### src/rtl/word_field_packer_pkg.sv
// word_field_packer_pkg
//   Shared defaults, derived field limits and state encoding for the
//   word-to-field packer. The field limits come from a helper function so a
//   parent can override FIELD_W and still get consistent limits.
package word_field_packer_pkg;

    localparam int WORD_W  = 32;
    localparam int FIELD_W = 5;
    localparam int FIELDS  = 6;

    function automatic int field_max(input int fw);
        return (2 ** (fw - 1)) - 1;
    endfunction

    function automatic int field_min(input int fw);
        return -(2 ** (fw - 1));
    endfunction

    localparam int FIELD_MAX = field_max(FIELD_W);
    localparam int FIELD_MIN = field_min(FIELD_W);

    typedef enum logic {
        ACCUM = 1'b0,
        HOLD  = 1'b1
    } state_e;

endpackage

### src/rtl/word_field_packer_sat_narrow.sv
// word_field_packer_sat_narrow
//   Narrows one signed WORD_W-bit value to a signed FIELD_W-bit field.
//   Ports:
//     value  in  WORD_W   signed input word
//     field  out FIELD_W  narrowed field (clamped or truncated)
//     sat    out 1        value lay outside the field's signed range
module word_field_packer_sat_narrow
    import word_field_packer_pkg::*;
#(
    parameter int WORD_W   = word_field_packer_pkg::WORD_W,
    parameter int FIELD_W  = word_field_packer_pkg::FIELD_W,
    parameter bit SATURATE = 1'b1
) (
    input  logic [WORD_W-1:0]  value,
    output logic [FIELD_W-1:0] field,
    output logic               sat
);

    localparam int                 F_MAX   = field_max(FIELD_W);
    localparam int                 F_MIN   = field_min(FIELD_W);
    localparam logic [FIELD_W-1:0] MAX_PAT = FIELD_W'(F_MAX);
    localparam logic [FIELD_W-1:0] MIN_PAT = FIELD_W'(F_MIN);

    logic too_big;
    logic too_small;

    always_comb begin
        too_big   = $signed(value) > F_MAX;
        too_small = $signed(value) < F_MIN;
        sat       = too_big | too_small;
        field     = value[FIELD_W-1:0];
        if (SATURATE) begin
            if (too_big) begin
                field = MAX_PAT;
            end else if (too_small) begin
                field = MIN_PAT;
            end
        end
    end

endmodule

### src/rtl/word_field_packer.sv
// word_field_packer
//   Packs up to FIELDS narrowed signed fields into one WORD_W-bit word.
//   Field k sits at bits [k*FIELD_W +: FIELD_W]; unused upper bits are 0.
//   Ports:
//     clock, reset           system clock, synchronous active-high reset
//     in_data/in_valid       signed input word and its valid
//     in_flush               close the current (possibly partial) word
//     in_ready               input accepted this cycle
//     out_data/out_count     packed word and number of valid fields
//     out_sat                some field in out_data was clamped/truncated
//     out_valid/out_ready    output handshake
//
//   state | meaning
//   ACCUM | collecting fields into the pack register, in_ready=1
//   HOLD  | presenting a finished word until out_ready, in_ready=0
module word_field_packer
    import word_field_packer_pkg::*;
#(
    parameter int WORD_W   = word_field_packer_pkg::WORD_W,
    parameter int FIELD_W  = word_field_packer_pkg::FIELD_W,
    parameter int FIELDS   = word_field_packer_pkg::FIELDS,
    parameter bit SATURATE = 1'b1
) (
    input  logic              clock,
    input  logic              reset,
    input  logic [WORD_W-1:0] in_data,
    input  logic              in_valid,
    input  logic              in_flush,
    output logic              in_ready,
    output logic [WORD_W-1:0] out_data,
    output logic [2:0]        out_count,
    output logic              out_sat,
    output logic              out_valid,
    input  logic              out_ready
);

    state_e              state_q, state_d;
    logic [2:0]          idx_q, idx_d;
    logic [WORD_W-1:0]   pack_q, pack_d;
    logic                sat_q, sat_d;
    logic [WORD_W-1:0]   out_data_q, out_data_d;
    logic [2:0]          out_count_q, out_count_d;
    logic                out_sat_q, out_sat_d;

    logic [FIELD_W-1:0]  field;
    logic                field_sat;
    logic [WORD_W-1:0]   pack_ins;

    word_field_packer_sat_narrow #(
        .WORD_W   (WORD_W),
        .FIELD_W  (FIELD_W),
        .SATURATE (SATURATE)
    ) u_narrow (
        .value (in_data),
        .field (field),
        .sat   (field_sat)
    );

    always_comb begin
        state_d     = state_q;
        idx_d       = idx_q;
        pack_d      = pack_q;
        sat_d       = sat_q;
        out_data_d  = out_data_q;
        out_count_d = out_count_q;
        out_sat_d   = out_sat_q;
        in_ready    = (state_q == ACCUM);
        out_valid   = (state_q == HOLD);
        // Slot idx is always zero in pack_q, so OR-ing the new field in is safe.
        pack_ins    = pack_q | ({{(WORD_W-FIELD_W){1'b0}}, field} << (idx_q * FIELD_W));

        case (state_q)
            ACCUM: begin
                if (in_valid) begin
                    if (idx_q == 3'(FIELDS - 1) || in_flush) begin
                        out_data_d  = pack_ins;
                        out_count_d = idx_q + 3'd1;
                        out_sat_d   = sat_q | field_sat;
                        pack_d      = '0;
                        idx_d       = '0;
                        sat_d       = 1'b0;
                        state_d     = HOLD;
                    end else begin
                        pack_d = pack_ins;
                        idx_d  = idx_q + 3'd1;
                        sat_d  = sat_q | field_sat;
                    end
                end else if (in_flush && idx_q != 3'd0) begin
                    // A flush with nothing collected is dropped: never emit an empty word.
                    out_data_d  = pack_q;
                    out_count_d = idx_q;
                    out_sat_d   = sat_q;
                    pack_d      = '0;
                    idx_d       = '0;
                    sat_d       = 1'b0;
                    state_d     = HOLD;
                end
            end
            HOLD: begin
                if (out_ready) begin
                    state_d = ACCUM;
                end
            end
            default: state_d = ACCUM;
        endcase
    end

    always_ff @(posedge clock) begin
        if (reset) begin
            state_q     <= ACCUM;
            idx_q       <= '0;
            pack_q      <= '0;
            sat_q       <= 1'b0;
            out_data_q  <= '0;
            out_count_q <= '0;
            out_sat_q   <= 1'b0;
        end else begin
            state_q     <= state_d;
            idx_q       <= idx_d;
            pack_q      <= pack_d;
            sat_q       <= sat_d;
            out_data_q  <= out_data_d;
            out_count_q <= out_count_d;
            out_sat_q   <= out_sat_d;
        end
    end

    assign out_data  = out_data_q;
    assign out_count = out_count_q;
    assign out_sat   = out_sat_q;

endmodule

### config.mk
export PLATFORM = sky130hd
export DESIGN_NAME = word_field_packer
export DESIGN_NICKNAME = d
export VERILOG_FILES = /design/src/rtl/word_field_packer_pkg.sv /design/src/rtl/word_field_packer_sat_narrow.sv /design/src/rtl/word_field_packer.sv
export SDC_FILE = /design/constraint.sdc
export NUM_CORES = 1
export LEC_CHECK = 0
export ABC_AREA = 1
export BUFFER_PORTS_ARGS = -buffer_cell sky130_fd_sc_hd__clkbuf_2
export CAP_MARGIN = 10
export CORE_MARGIN = 10
export CORE_UTILIZATION = 45
export CTS_BUF_LIST = sky130_fd_sc_hd__clkbuf_2
export DETAILED_ROUTE_END_ITERATION = 16
export PLACE_DENSITY = 0.78
export SLEW_MARGIN = 15
export SYNTH_ARGS = -nofsm -noshare
export SYNTH_HDL_FRONTEND = slang
export SYNTH_HIERARCHICAL = 1
export SYNTH_SLANG_ARGS = --single-unit
export TNS_END_PERCENT = 5
### constraint.sdc
create_clock -name clock -period 2.5 [get_ports clock]
set_input_delay 0.375 -clock clock [delete_from_list [all_inputs] [get_ports clock]]
set_output_delay 0.375 -clock clock [all_outputs]
set_load 0.05 [all_outputs]
==> out/summary.md <==
Worst setup path
* 420 ps — setup slack of the worst register-to-register path
* register — startpoint type of the worst setup path
* 2570 ps — Crit path arrival time
* 11 — cell count along the critical path
* pack_q[3]$_SDFFE_PP0P_ — endpoint of the most critical setup path
* sky130_fd_sc_hd__nand2_2 — Worst path most repeated cell
* sky130_fd_sc_hd__dfxtp_1 — Max stage delay cell, worst path
* 2990 ps — required time at the worst-slack endpoint
* pack_q[3]$_SDFFE_PP0P_ — destination of the worst register-to-register timing path
* 3 — number of buffers and inverters on the critical path
* 460 ps — Slowest Stage Delay on Critical Path
* idx_q[1]$_SDFFE_PP0P_ — Crit Reg-Reg Startpoint
* inv_1, ha_1, nand2_2, nand2_2, nand2_2, nand2_2, nand2_2, nand2_1, inv_1, nand2_1, inv_1 — Critical Path, Cell by Cell
* simple AND/OR/NAND/NOR gates — Crit path max-delay family
* 20 — critical path peak fanout
* idx_q[1]$_SDFFE_PP0P_ — CP Launch Point
* reg2reg — critical path start-end classification
* register — kind of end point of the critical path
* 11 — R2R depth

Yosys
* sky130_fd_sc_hd__nand2_1 — count leader, synth
* 0 — async set or reset register ratio after synthesis
* 23 — number of different library cells in the post-synthesis netlist
* 0 — number of enable-type register cells in the synthesized netlist
* 0.3938 — post-synth top area share
* sky130_fd_sc_hd__nand2_1, sky130_fd_sc_hd__nor2_1, sky130_fd_sc_hd__inv_1 — Post-synth top cells
* 0.3938 — register area share after synthesis
* 73 — Synth Register Bits
* 0 — share of synthesized area spent on multiplexers
* 0.3591 — post-synthesis simple-gate area fraction
* 0.01011 — adder and majority cell fraction of the synthesized area
* simple AND/OR/NAND/NOR gates — dominant combinational cell family by area after synthesis
* 6 — number of warning messages in the yosys log
* sky130_fd_sc_hd__dfxtp_1 — cell taking the most area after synthesis
* 3711 µm² — cell area after synthesis
* 648 — number of nets in the synthesized netlist
* 6.104 µm² — mean cell area of the mapped netlist
* sky130_fd_sc_hd__dfxtp_1, sky130_fd_sc_hd__nand2_1, sky130_fd_sc_hd__nor2_1 — leading post-synthesis cells by cell area
* 0.07957 — synthesized-area fraction occupied by ao, oa, aoi and oai cells
* 608 — cells after synthesis
* 0.002360 — post-synthesis xor/xnor area fraction
* sky130_fd_sc_hd__dfxtp_1 — commonest register cell after synthesis

Placed design
* 767 — count of placed standard cells including taps
* 6631 µm — sum of net half-perimeters after detailed placement
* 74 — number of port buffers
* 0.8940 — gp weighted congestion

Route
* 4.673 — routed via count divided by cell count
* 0 — final antenna-violating net count
* 0 — DRC viols
* 3654 — via count of the routed design
* 5 — DR pass1 iterations
* 175 — number of design-rule violations left by the first detailed-router iteration
* 11.22 µm — post-detailed-route wirelength per cell
* 8773 µm — total length of routed wires

Floorplanning
* 110.8 µm — Die X-Extent
* 110.8 µm — die boundary height
* 33 — site row count
* 8134 µm² — Core ar.
* 0.4562 — initial cell density of the core
* 75 — num ports
* 12280 µm² — DIE AREA

Outcome
* completed — outcome

Clock network
* 540 ps — worst-skew pair later-pin latency
* 2 — number of buffers on the longest clock path
* 3 — H-Tree Level Count
* done — clock tree from TritonCTS
* 190 ps — Clock transition at path regs
* 9 — CTS Buf Count
* 0 — count of instances resized after the clock tree is built
* 0 — number of buffers added to fix hold violations after cts
* sky130_fd_sc_hd__clkbuf_2 — cell at the root of the clock tree
* 0 — number of post-CTS setup repair buffers
* 73 — number of sinks handled by clock tree synthesis

Timing
* 0.5929 — max_slew headroom
* 0 — count of pins over their slew limit
* 79.32 ps — hold slack final
* 0.4798 GHz — maximum clock frequency
* no — setup repair after global routing missed its margin
* 0 ps — total negative setup slack
* 0 — Hold Violations, Final
* 0.8336 — fraction of the cycle the final worst path needs
* 609.9 ps — transition time at the pin with the least slew margin
* 14.74 ps — worst clock skew on the final layout
* 0 — final-report setup violation count
* 2084 ps — shortest clock period the worst path allows after layout

Power
* 2.313 nW — reported leakage power
* 0.0001947 V — peak supply drop
* 543.9 nW/µm² — total power divided by cell area
* 2.288 mW — total power of the final layout

Global routing
* 3499 — number of global-route vias before repair
* 15050 µm — wire length of the first global-routing pass
* 59 — maximum number of pins on one net before global-route repair
* 0.1426 — global routing usage summed across all routing layers
* 0 — overflow left after global routing
* 0 — number of antenna violations at the first check in global routing

Finish
* 782 — non-filler instance count after layout
* 0 — count of inserted antenna diode cells
* 853 — fillcell total
* 713 — layout net count
* 0.1654 — fraction of layout cells with a size suffix above 1
* 13.35% — layout overhead on the synthesized area

Worst hold path
* reset — critical hold path startpoint
* in2reg — class of the worst hold path

Run
* 0 — max-capacitance violation count

how the worst min path moves through the flow:
stage	cells after the start	end	slack, ps
after floorplan	2	sat_q$_SDFFE_PP0P_	430
after global placement	2	sat_q$_SDFFE_PP0P_	440
after detailed placement	2	pack_q[12]$_SDFFE_PP0P_	450
after CTS	2	idx_q[0]$_SDFFE_PP0P_	50
after global routing	2	idx_q[2]$_SDFFE_PP0P_	50
final	2	idx_q[0]$_SDFFE_PP0P_	80
through the flow:
step,worst slack [ps],area (µm²),util
after CTS,452.6,4207,0.5172
after global routing,229.6,4207,0.5172
final,415.9,4207,0.5172
after floorplan,698.0,3711,-
after detailed placement,449.8,4125,0.5072
after global placement,503.5,4125,0.5072
cell usage in the layout (no fill, tap or decap):
master                       Yosys  final
sky130_fd_sc_hd__nand2_1       178    178
sky130_fd_sc_hd__nand3b_1        1      1
sky130_fd_sc_hd__nor2_2          1      1
sky130_fd_sc_hd__o21ai_1        11     11
sky130_fd_sc_hd__nor2_1        111    111
sky130_fd_sc_hd__xnor2_1         1      1
sky130_fd_sc_hd__nand2_2         8      8
sky130_fd_sc_hd__nor3_1          5      5
sky130_fd_sc_hd__ha_1            3      3
sky130_fd_sc_hd__clkinv_2        0      4
sky130_fd_sc_hd__clkinv_4        0      1
sky130_fd_sc_hd__clkinvlp_4      0      1
sky130_fd_sc_hd__inv_1         105    105
sky130_fd_sc_hd__inv_2           4      4
sky130_fd_sc_hd__o21ai_0        30     30
sky130_fd_sc_hd__nand3_2         1      1
sky130_fd_sc_hd__dfxtp_1        73     73
sky130_fd_sc_hd__buf_4           6      7
sky130_fd_sc_hd__buf_12          0      1
sky130_fd_sc_hd__nand3_1        26     26
sky130_fd_sc_hd__clkbuf_2        0     83
sky130_fd_sc_hd__nand4_1         3      3
sky130_fd_sc_hd__a21oi_1        18     18
sky130_fd_sc_hd__inv_4           1      1
area by class of cell:
class	instances	area [µm²]	area share
timing repair buffer	82	442.9	0.1053
multi-input combinational	397	1674	0.3980
inverter	110	415.4	0.09875
tap	105	131.4	0.03123
clock inverter	6	36.28	0.008626
clock buffer	9	45.04	0.01071
sequential	73	1461	0.3474
cell families after synthesis:
family / after synthesis
fa+ha+maj: 3
simple gates: 334
buf+inv: 138
flops: 73
xor+xnor: 1
compound gates: 59
power by group:
part           switching (mW)  internal (mW)
clock network           0.415          0.120
registers              0.0255           1.22
logic                   0.376          0.133
metal layers:
metal / vias to the layer above / share of wire / GRT usage
li1: 1925 / - / -
met1: 1613 / 0.43 / 0.1566
met2: 102 / 0.49 / 0.2496
met3: 14 / 0.054 / 0.03301
met4: 0 / 0.021 / 0.07378
met5: - / 0 / 0
flip-flops by register name (all words and copies together), names as in the netlist:
register / flops
idx_q: 3
out_count: 3
sat_q: 1
out_sat: 1
pack_q: 32
out_valid: 1
out_data: 32
(Power assumes the default switching activity.)
